## config.mk

```make
export PLATFORM = sky130hd
export DESIGN_NAME = hdmi_stripe_sched
export DESIGN_NICKNAME = d
export VERILOG_FILES = /design/src/rtl/hdmi_blk_pkg.sv /design/src/rtl/hdmi_stripe_rd_seq.sv /design/src/rtl/hdmi_stripe_sched.sv
export SDC_FILE = /design/constraint.sdc
export NUM_CORES = 1
export LEC_CHECK = 0
export CORE_MARGIN = 2
export CORE_UTILIZATION = 40
export CTS_BUF_LIST = sky130_fd_sc_hd__clkbuf_8 sky130_fd_sc_hd__clkbuf_16
export CTS_CLUSTER_DIAMETER = 30
export DETAILED_ROUTE_END_ITERATION = 10
export DONT_BUFFER_PORTS = 1
export PLACE_DENSITY = 0.55
export SLEW_MARGIN = 25
export SYNTH_ARGS = -nofsm -noshare
export SYNTH_HDL_FRONTEND = slang
export SYNTH_SLANG_ARGS = --single-unit
```

## constraint.sdc

```tcl
create_clock -name clk -period 3.4 [get_ports clk]
set_input_delay 0.34 -clock clk [delete_from_list [all_inputs] [get_ports clk]]
set_output_delay 0.34 -clock clk [all_outputs]
set_load 0.02 [all_outputs]
```

## src/rtl/hdmi_blk_pkg.sv

```systemverilog
// Shared types and constants for the HDMI-to-8x8-block stripe scheduler.
package hdmi_blk_pkg;

   localparam int BLK_DIM = 8;

   typedef enum logic [1:0] {EMPTY, FILLING, FULL, READING} bank_state_t;
   typedef enum logic [1:0] {W_IDLE, W_FILL, W_DROP} wr_state_t;
   typedef enum logic {R_IDLE, R_RUN} rd_state_t;

   function automatic int beats_per_block(input int n);
      return (BLK_DIM * BLK_DIM) / n;
   endfunction

endpackage

```

## src/rtl/hdmi_stripe_rd_seq.sv

```systemverilog
// Block-order read sequencer: walks col/row/blk over one stripe bank and
// produces the block framing flags, delayed one cycle to line up with RAM data.
module hdmi_stripe_rd_seq
   import hdmi_blk_pkg::*;
#(
   parameter int N     = 2,
   parameter int X_RES = 2160,
   parameter int AW    = 7
)(
   input  logic          clk,
   input  logic          rst,
   input  logic          en,
   input  logic          run,
   input  logic          blk_ready,
   input  logic          first,
   output logic          rd_en,
   output logic [AW-1:0] rd_addr,
   output logic          last_issue,
   output logic          blk_valid,
   output logic          blk_sob,
   output logic          blk_eob,
   output logic          blk_sof
);

   localparam int CPR  = BLK_DIM / N;
   localparam int XB   = X_RES / N;
   localparam int NBLK = X_RES / BLK_DIM;
   localparam int BPB  = beats_per_block(N);
   localparam int CW   = (CPR > 1) ? $clog2(CPR) : 1;
   localparam int BW   = (NBLK > 1) ? $clog2(NBLK) : 1;

   logic [CW-1:0] col;
   logic [2:0]    row;
   logic [BW-1:0] blk;
   logic          col_last, row_last, blk_last;
   logic          sob_c, eob_c, sof_c;

   assign col_last = (int'(col) == CPR - 1);
   assign row_last = (row == 3'd7);
   assign blk_last = (int'(blk) == NBLK - 1);

   assign rd_en      = run & blk_ready & en;
   assign last_issue = rd_en & col_last & row_last & blk_last;
   assign rd_addr    = AW'(int'(row) * XB + int'(blk) * CPR + int'(col));

   assign sob_c = (col == '0) && (row == 3'd0);
   assign eob_c = (int'(row) * CPR + int'(col) == BPB - 1);
   assign sof_c = sob_c && (blk == '0) && first;

   // Column runs fastest, then row inside the block, then block across the stripe.
   always_ff @(posedge clk or posedge rst) begin
      if (rst) begin
         col <= '0;
         row <= '0;
         blk <= '0;
      end else if (rd_en) begin
         if (col_last) begin
            col <= '0;
            if (row_last) begin
               row <= '0;
               blk <= blk_last ? '0 : blk + 1'b1;
            end else begin
               row <= row + 3'd1;
            end
         end else begin
            col <= col + 1'b1;
         end
      end
   end

   // Not gated by en so that blk_valid drops the cycle after en goes low.
   always_ff @(posedge clk or posedge rst) begin
      if (rst) begin
         blk_valid <= 1'b0;
         blk_sob   <= 1'b0;
         blk_eob   <= 1'b0;
         blk_sof   <= 1'b0;
      end else begin
         blk_valid <= rd_en;
         blk_sob   <= rd_en & sob_c;
         blk_eob   <= rd_en & eob_c;
         blk_sof   <= rd_en & sof_c;
      end
   end

endmodule

```

## src/rtl/hdmi_stripe_sched.sv

```systemverilog
// Raster tracker and ping-pong stripe bank arbiter between the HDMI receiver
// and the stripe RAMs, with sticky overflow/line/frame error flags.
module hdmi_stripe_sched
   import hdmi_blk_pkg::*;
#(
   parameter int  N     = 2,
   parameter int  X_RES = 2160,
   parameter int  Y_RES = 1200,
   localparam int AW    = $clog2(8 * X_RES / N)
)(
   input  logic          clk,
   input  logic          rst,
   input  logic          en,
   input  logic          hdmi_v_sync,
   input  logic          hdmi_h_sync,
   input  logic          hdmi_data_valid,
   output logic          wr_en,
   output logic          wr_bank,
   output logic [AW-1:0] wr_addr,
   output logic          rd_en,
   output logic          rd_bank,
   output logic [AW-1:0] rd_addr,
   input  logic          blk_ready,
   output logic          blk_valid,
   output logic          blk_sob,
   output logic          blk_eob,
   output logic          blk_sof,
   output logic          err_ovf,
   output logic          err_line,
   output logic          err_frame,
   input  logic          err_clr
);

   localparam int XB   = X_RES / N;
   localparam int NSTR = Y_RES / BLK_DIM;
   localparam int XW   = (XB > 1) ? $clog2(XB) : 1;
   localparam int SW   = (NSTR > 1) ? $clog2(NSTR) : 1;

   wr_state_t     w_st, w_nx;
   rd_state_t     r_st, r_nx;
   bank_state_t   bank_st [2];
   logic [1:0]    bank_first;
   logic          oldest;
   logic [XW-1:0] x, x_nx;
   logic [2:0]    line, line_nx;
   logic [SW-1:0] stripe, stripe_nx;
   logic          wb, wb_nx, rb, rb_nx;
   logic          vs_d, hs_d, v_rise, h_rise;
   logic          claim_en, claim_first, complete_en;
   logic          ovf_set, line_set, frame_set;
   logic          try_claim, try_first, tgt, line_done, stripe_done;
   logic          start_en, start_bank, release_en, sel, last_issue;

   assign v_rise  = hdmi_v_sync & ~vs_d;
   assign h_rise  = hdmi_h_sync & ~hs_d;
   assign wr_en   = en & hdmi_data_valid & (w_st == W_FILL);
   assign wr_addr = AW'(int'(line) * XB + int'(x));
   assign wr_bank = wb;
   assign rd_bank = rb;

   // Write side: raster counters, stripe completion and bank claiming.
   // A frame restart while filling keeps the bank it already owns.
   always_comb begin
      w_nx = w_st; x_nx = x; line_nx = line; stripe_nx = stripe; wb_nx = wb;
      claim_en = 1'b0; claim_first = 1'b0; complete_en = 1'b0;
      ovf_set = 1'b0; line_set = 1'b0; frame_set = 1'b0;
      try_claim = 1'b0; try_first = 1'b0; tgt = wb;
      line_done = 1'b0; stripe_done = 1'b0;
      case (w_st)
         W_IDLE: begin
            if (v_rise) begin
               try_claim = 1'b1; try_first = 1'b1;
               x_nx = '0; line_nx = '0; stripe_nx = '0;
            end
         end
         default: begin
            if (v_rise && (x != '0 || line != '0 || stripe != '0)) begin
               frame_set = 1'b1; try_claim = 1'b1; try_first = 1'b1;
               x_nx = '0; line_nx = '0; stripe_nx = '0;
            end else begin
               if (h_rise && x != '0) begin
                  line_set = 1'b1; x_nx = '0; line_done = 1'b1;
               end else if (hdmi_data_valid) begin
                  if (int'(x) == XB - 1) begin
                     x_nx = '0; line_done = 1'b1;
                  end else begin
                     x_nx = x + 1'b1;
                  end
               end
               if (line_done) begin
                  stripe_done = (line == 3'd7);
                  line_nx     = line + 3'd1;
               end
               if (stripe_done) begin
                  complete_en = (w_st == W_FILL);
                  tgt         = (w_st == W_FILL) ? ~wb : wb;
                  if (int'(stripe) == NSTR - 1) begin
                     stripe_nx = '0; w_nx = W_IDLE; wb_nx = tgt;
                  end else begin
                     stripe_nx = stripe + 1'b1; try_claim = 1'b1;
                  end
               end
            end
         end
      endcase
      if (try_claim) begin
         wb_nx = tgt;
         if (bank_st[tgt] == EMPTY || (w_st == W_FILL && tgt == wb)) begin
            w_nx = W_FILL; claim_en = 1'b1; claim_first = try_first;
         end else begin
            w_nx = W_DROP; ovf_set = 1'b1;
         end
      end
   end

   // Read side: take the oldest FULL bank, chain straight onto the other on release.
   always_comb begin
      r_nx = r_st; rb_nx = rb; start_en = 1'b0; start_bank = rb; release_en = 1'b0;
      sel = (bank_st[0] == FULL && bank_st[1] == FULL) ? oldest : (bank_st[1] == FULL);
      case (r_st)
         R_IDLE: begin
            if (bank_st[0] == FULL || bank_st[1] == FULL) begin
               r_nx = R_RUN; start_en = 1'b1; start_bank = sel; rb_nx = sel;
            end
         end
         default: begin
            if (last_issue) begin
               release_en = 1'b1;
               if (bank_st[~rb] == FULL) begin
                  start_en = 1'b1; start_bank = ~rb; rb_nx = ~rb;
               end else begin
                  r_nx = R_IDLE;
               end
            end
         end
      endcase
   end

   always_ff @(posedge clk or posedge rst) begin
      if (rst) begin
         w_st <= W_IDLE; r_st <= R_IDLE;
         x <= '0; line <= '0; stripe <= '0; wb <= 1'b0; rb <= 1'b0;
         vs_d <= 1'b0; hs_d <= 1'b0;
         err_ovf <= 1'b0; err_line <= 1'b0; err_frame <= 1'b0;
      end else if (en) begin
         w_st <= w_nx; r_st <= r_nx;
         x <= x_nx; line <= line_nx; stripe <= stripe_nx; wb <= wb_nx; rb <= rb_nx;
         vs_d <= hdmi_v_sync; hs_d <= hdmi_h_sync;
         if (ovf_set) err_ovf <= 1'b1;
         else if (err_clr) err_ovf <= 1'b0;
         if (line_set) err_line <= 1'b1;
         else if (err_clr) err_line <= 1'b0;
         if (frame_set) err_frame <= 1'b1;
         else if (err_clr) err_frame <= 1'b0;
      end
   end

   // Write and read events always touch different banks, so they never collide.
   always_ff @(posedge clk or posedge rst) begin
      if (rst) begin
         bank_st[0] <= EMPTY; bank_st[1] <= EMPTY;
         bank_first <= '0; oldest <= 1'b0;
      end else if (en) begin
         if (claim_en) begin
            bank_st[wb_nx]    <= FILLING;
            bank_first[wb_nx] <= claim_first;
         end
         if (complete_en) begin
            bank_st[wb] <= FULL;
            if (bank_st[~wb] != FULL) oldest <= wb;
         end
         if (release_en) bank_st[rb] <= EMPTY;
         if (start_en) bank_st[start_bank] <= READING;
      end
   end

   hdmi_stripe_rd_seq #(.N(N), .X_RES(X_RES), .AW(AW)) u_rd_seq (
      .clk        (clk),
      .rst        (rst),
      .en         (en),
      .run        (r_st == R_RUN),
      .blk_ready  (blk_ready),
      .first      (bank_first[rb]),
      .rd_en      (rd_en),
      .rd_addr    (rd_addr),
      .last_issue (last_issue),
      .blk_valid  (blk_valid),
      .blk_sob    (blk_sob),
      .blk_eob    (blk_eob),
      .blk_sof    (blk_sof)
   );

endmodule

```

# Word-level counts from Yosys, hierarchy flattened
# Index checks and enable logic that the tools add are counted.
op_classes:
  n_addsub: 10
  multipliers: 2
  magnitude_cmp: 14
  eq_ne: 16
  n_mux: 107
  n_bitwise: 32
  reduce_logical: 43
op_table:
  columns: ["op", "n"]
  rows:
  - ["$mux W11", 6]
  - ["$mux W1", 57]
  - ["$mux W2", 20]
  - ["$mux W8", 5]
  - ["$eq A32 B6 Y1 const B", 1]
  - ["$mux W4", 7]
  - ["$mul A3 B8 Y11 const B", 2]
  - ["$mux W3", 5]
  - ["$reduce_and A3 Y1", 5]
  - ["$add A14 B11 Y14", 1]
  - ["$add A14 B12 Y14", 1]
  - ["$add A14 B3 Y14", 1]
  - ["$ge A2 B2 Y1 const B", 7]
  - ["$not A1 Y2", 7]
  - ["$and A1 B1 Y1", 12]
  - ["$logic_and A1 B1 Y1", 12]
  - ["$add A11 B1 Y11 const B", 1]
  - ["$eq A11 B11 Y1 const B", 1]
  - ["$reduce_bool A11 Y1", 1]
  - ["$reduce_and A2 Y1", 5]
  - ["$reduce_bool A2 Y1", 5]
  - ["$add A9 B1 Y9 const B", 1]
  - ["$eq A9 B9 Y1 const B", 1]
  - ["$logic_not A9 Y1", 1]
  - ["other kinds (31)", 59]
word_totals:
  ff_bits: 57
  in_bits: 8
  output_inout_bits: 39
  elab_cells: 247

# Depth between registers and ports, before layout
depth:
  depth_word: 30
  depth_mapped: 11
  ltp_nobuf: 11

# Cells and area by module
# A second synthesis with hierarchy kept.
hier_totals:
  hier_cells: 468
  hier_area_um2: 4337.9
modules_own_cells:
  columns: ["module", "n_inst", "cells_each", "area_each_um2", "seq_area_each_um2"]
  rows:
  - ["hdmi_stripe_sched", 1, 326, 2946.6, 975.9]
  - ["hdmi_stripe_rd_seq", 1, 142, 1391.3, 450.4]

# Worst setup path after synthesis
# No wires, ideal clock.
synth_path:
  path_type: "register to output"
  startpoint: "register u_rd_seq.row[2]"
  endpoint: "output port rd_addr[11]"
  arrival_time_ps: 2945
  t_required_ps: 3060
  slack_ps: 115
  stages_incl_launch_ff: 11
  cell_sequence: "dfrtp_1 > fa_1 > ha_1 > fa_1 > xor2_1 > ha_1 > inv_1 > o21bai_1 > a21oi_1 > o21ba_2 > xnor2_1"
synth_between:
  elab_chain_cells: 3
synth_lines:
  columns: ["item", "line", "text"]
  rows:
  - ["start: declaration", "hdmi_stripe_rd_seq.sv:33", "logic [2:0] row;"]
  - ["start signal: assignment", "hdmi_stripe_rd_seq.sv:63", "row <= row + 3'd1;"]
  - ["$mul A3 B8 Y11", "hdmi_stripe_rd_seq.sv:44", "assign rd_addr = AW'(int'(row) * XB + int'(blk) * CPR + int'(col));"]
  - ["$add A14 B12 Y14", "hdmi_stripe_rd_seq.sv:44", null]
  - ["$add A14 B3 Y14", "hdmi_stripe_rd_seq.sv:44", null]
  - ["end: declaration", "hdmi_stripe_sched.sv:22", "output logic [AW-1:0] rd_addr,"]
# Every way passes these cells.

# Final worst setup path
layout_path:
  startpoint: "register u_rd_seq.row[0]"
  endpoint: "output port rd_addr[10]"
# The elaborated chain is that of the path after synthesis.

==> out/results.txt <==
Sequential area share after synthesis: 0.3284
R2R cell count: 7
Die W: 108.2 um
Largest family of logic cells by synthesized area: simple AND/OR/NAND/NOR gates
Reg2Reg Setup Slack: 0.35 ns
# rows: 38
Final Cycle Share: 1.013
Outcome: finished with violations
Remaining antenna violation count: 0
Setup TNS: -0.07998 ns
F_max: 290.4 MHz
Initial core utilization: 0.4060
Post-synth top area share: 0.3284
Synth Area in Compound Gates: 0.1950
Max-Cap Viols: 0
Pin count of the biggest net entering global routing: 36
CTS root buffer: clkbuf_8
Die H: 108.2 um
Vias in the first global route: 3,592
Comb power frac: 0.526
Setup Viol. Count Final: 4
Pwr dens: 647.6 nW/um^2
Total number of vias: 3,622
Final net count: 560
Clock tree buffer depth: 2
Layout area overhead: 17.86%
CP endpoint kind: output port
Yosys top cell by area: dfrtp_1
IO buf count: 0
Crit-path max FO: 3
CP max-delay cell: fa_1
Worst Setup SP: u_rd_seq.row[0]
First-pass GRT wire length: 17,760 um
Adder-cell share of the synthesized area: 0.1492
GP Congestion: 0.8320
Sw Share: 0.4495
Worst slew pin tran: 0.7974 ns
Slew Limit Fails: 0
Post-synthesis xor/xnor area fraction: 0.04235
Ys Warns: 0
Cell area after synthesis: 4343 um^2
Via density: 5.572
Detailed Routing Iterations Pass 1: 4
CTS hold repair buffers: 0
Die area: 11,710 um^2
Total GRT Usage: 0.1946
Fin. Hold Viols: 0
Pre-CTS worst setup slack: 0.1367 ns
Worst r2r src: line[2]
Seq cells post-synth: 57
Layout cell share with drive strength beyond 1: 0.2059
DRC errors left: 0
Simple-Gate Fraction of Synth Area: 0.2215
Buf+Inv Stages, Crit Path: 2
Layout fillers: 1,009
Post-route setup slack: -0.04316 ns
Crit path kind: flip-flop to output port
Clk slew on worst S/H paths: 0.06 ns
Ports: 47
Iteration-0 DRC Markers: 202
Internal power: 1.825 mW
RSZ-0062 raised after global routing: true
Worst VDD drop: 0.2620 mV
Clk_skew: 0.01729 ns
Delay-heaviest family, CP: adder cells
CP Launch Type: flip-flop
Synthesized instance count: 469
Initial antenna violation count: 0
FFs w/ async S/R, synth: 1.000
CTS H-tree depth: 3
Prevailing post-synth register cell: dfrtp_1
CTS tree: yes
HPWL after detailed placement: 7693 um
# clock sinks: 57
HP Class: input port to asynchronous set/reset pin
Core area: 10,700 um^2
Tmin final: 3.443 ns
Worst r2r dst: x[9]
Overall routed net length: 10,770 um
Max incr delay on CP: 0.55 ns
GRT overflow: 0
ANT cells: 0
TritonCTS Buffers: 9
Avg Cell Area, Syn: 9.260 um^2
Register share of total power: 0.284
Mux share of post-synthesis cell area: 0.02737
Failing checks: negative setup slack
Max-slew headroom at the worst pin: 0.4660
Mapped Nets: 524
Sw power: 1.490 mW
Cell variety after synth: 64
Wire per inst: 16.56 um
Required @ worst endpoint: 3.06 ns
Synth area leaders: dfrtp_1 33%, ha_1 11%, o21ai_0 4.3%, fa_1 3.7%, nand2_1 3.6%
Final core occ: 0.4785
CP arrival: 3.10 ns
Leakage: 2.471 nW
EDFF count, synth: 0
Most instantiated cells after synthesis: 57 x dfrtp_1, 42 x nand2_1, 39 x ha_1, 37 x o21ai_0, 27 x nor2_1
CP Cell Sequence: fa_1 > ha_2 > fa_2 > ha_4 > inv_2 > o21bai_1 > a211o_1 > nand3_2 > xnor2_2 > buf_4
Top-count cell post-synth: dfrtp_1
Clock power frac: 0.190
Clk Latency, worst-skew pair: 0.35 ns
## worst max-delay path by stage
stage,end,slack [ns],cells after the start
floorplan,rd_addr[11],0.12,10
global placement,rd_addr[11],0.19,10
detailed placement,wr_addr[11],0.14,9
CTS,rd_addr[10],-0.05,10
global route,rd_addr[10],-0.17,10
finish,rd_addr[10],-0.04,10
## power groups by stage
stage | Sequential [mW] | Clock (mW) | Combinational [mW]
floorplan | 0.934 | 0 | 1.21
global placement | 0.948 | 0 | 1.54
detailed placement | 0.955 | 0 | 1.56
CTS | 0.943 | 0.646 | 1.68
global route | 0.965 | 0.673 | 1.93
finish | 0.942 | 0.629 | 1.74
## layout make-up
class	count	area [um^2]	share of cell area
Timing Repair Buffer	38	292.8	0.05720
Sequential cell	57	1426	0.2787
Clock buffer	10	137.6	0.02689
Tap cell	140	175.2	0.03422
Multi-Input combinational cell	376	2949	0.5761
Clock inverter	6	51.30	0.01002
Inverter	23	86.33	0.01687
## sequential cells by signal, indices dropped and copies added, names as in the netlist, 2 cells and up
signal / count
bank_st: 4
u_rd_seq.row: 3
stripe: 8
line: 3
u_rd_seq.col: 2
u_rd_seq.blk: 9
w_st: 2
x: 11
bank_first: 2
## metal layers
metal / track usage / part of all wire / vias up
li1: - / - / 1779
met1: 0.2499 / 0.46 / 1760
met2: 0.3185 / 0.48 / 69
met3: 0.03617 / 0.037 / 14
met4: 0.08883 / 0.023 / 0
met5: 0 / 0 / -
## through the flow
stage / cells / hold slack [ns] / power, mW / cell area, um^2
6_report: 650 / 0.01409 / 3.315 / 5119
3_5_place_dp: 620 / 0.4100 / 2.512 / 4628
2_1_floorplan: 469 / 0.4717 / 2.141 / 4343
4_1_cts: 646 / 0.03435 / 3.268 / 5007
5_1_grt: 650 / 0.07279 / 3.567 / 5119
3_3_place_gp: 620 / 0.3953 / 2.487 / 4628
## worst reg2reg max path, stage by stage (launching register included)
cell and delay [ns]:
dfrtp_1 0.39, buf_4 0.18, or4_1 0.56, nor4_1 0.65
a21oi_4 0.32, nor4_4 0.58, nand4_1 0.15, mux2i_1 0.15
## what timing repair did
item,in CTS,in global routing
setup buffers,10,4
endpoints found under the setup margin,10,11
resized for setup,21,12
pin swaps,20,16
## placed cells by master (no fill, tap or decap), types with 4 or more instances in the layout
| master | synthesis | routed |
|---|---|---|
| fa_1 | 8 | 6 |
| and3_1 | 7 | 7 |
| or2_2 | 5 | 5 |
| a21oi_1 | 21 | 17 |
| mux2_2 | 7 | 7 |
| nand4_1 | 10 | 10 |
| nand3_1 | 18 | 14 |
| nand3b_1 | 4 | 4 |
| o21bai_1 | 5 | 4 |
| nand2_1 | 42 | 42 |
| xnor2_1 | 14 | 10 |
| ha_1 | 39 | 35 |
| nor2b_1 | 10 | 10 |
| nor2_1 | 27 | 27 |
| a31oi_1 | 6 | 5 |
| xor2_1 | 7 | 7 |
| inv_1 | 23 | 23 |
| mux2i_1 | 4 | 4 |
| clkbuf_8 | 0 | 10 |
| nor3_1 | 16 | 16 |
| dfrtp_1 | 57 | 57 |
| nor4_1 | 7 | 7 |
| nand2b_1 | 8 | 8 |
| buf_4 | 5 | 36 |
| a21o_1 | 17 | 17 |
| a22o_1 | 5 | 5 |
| o21ai_0 | 37 | 37 |
## cell families after synthesis
kind of cell	Yosys count
AO/OA/AOI/OAI	122
XOR/XNOR	21
adder cells (fa/ha/maj)	47
buffers and inverters	36
flip-flops	57
multiplexers	11
AND/OR/NAND/NOR	175
(Power assumes the default switching activity.)
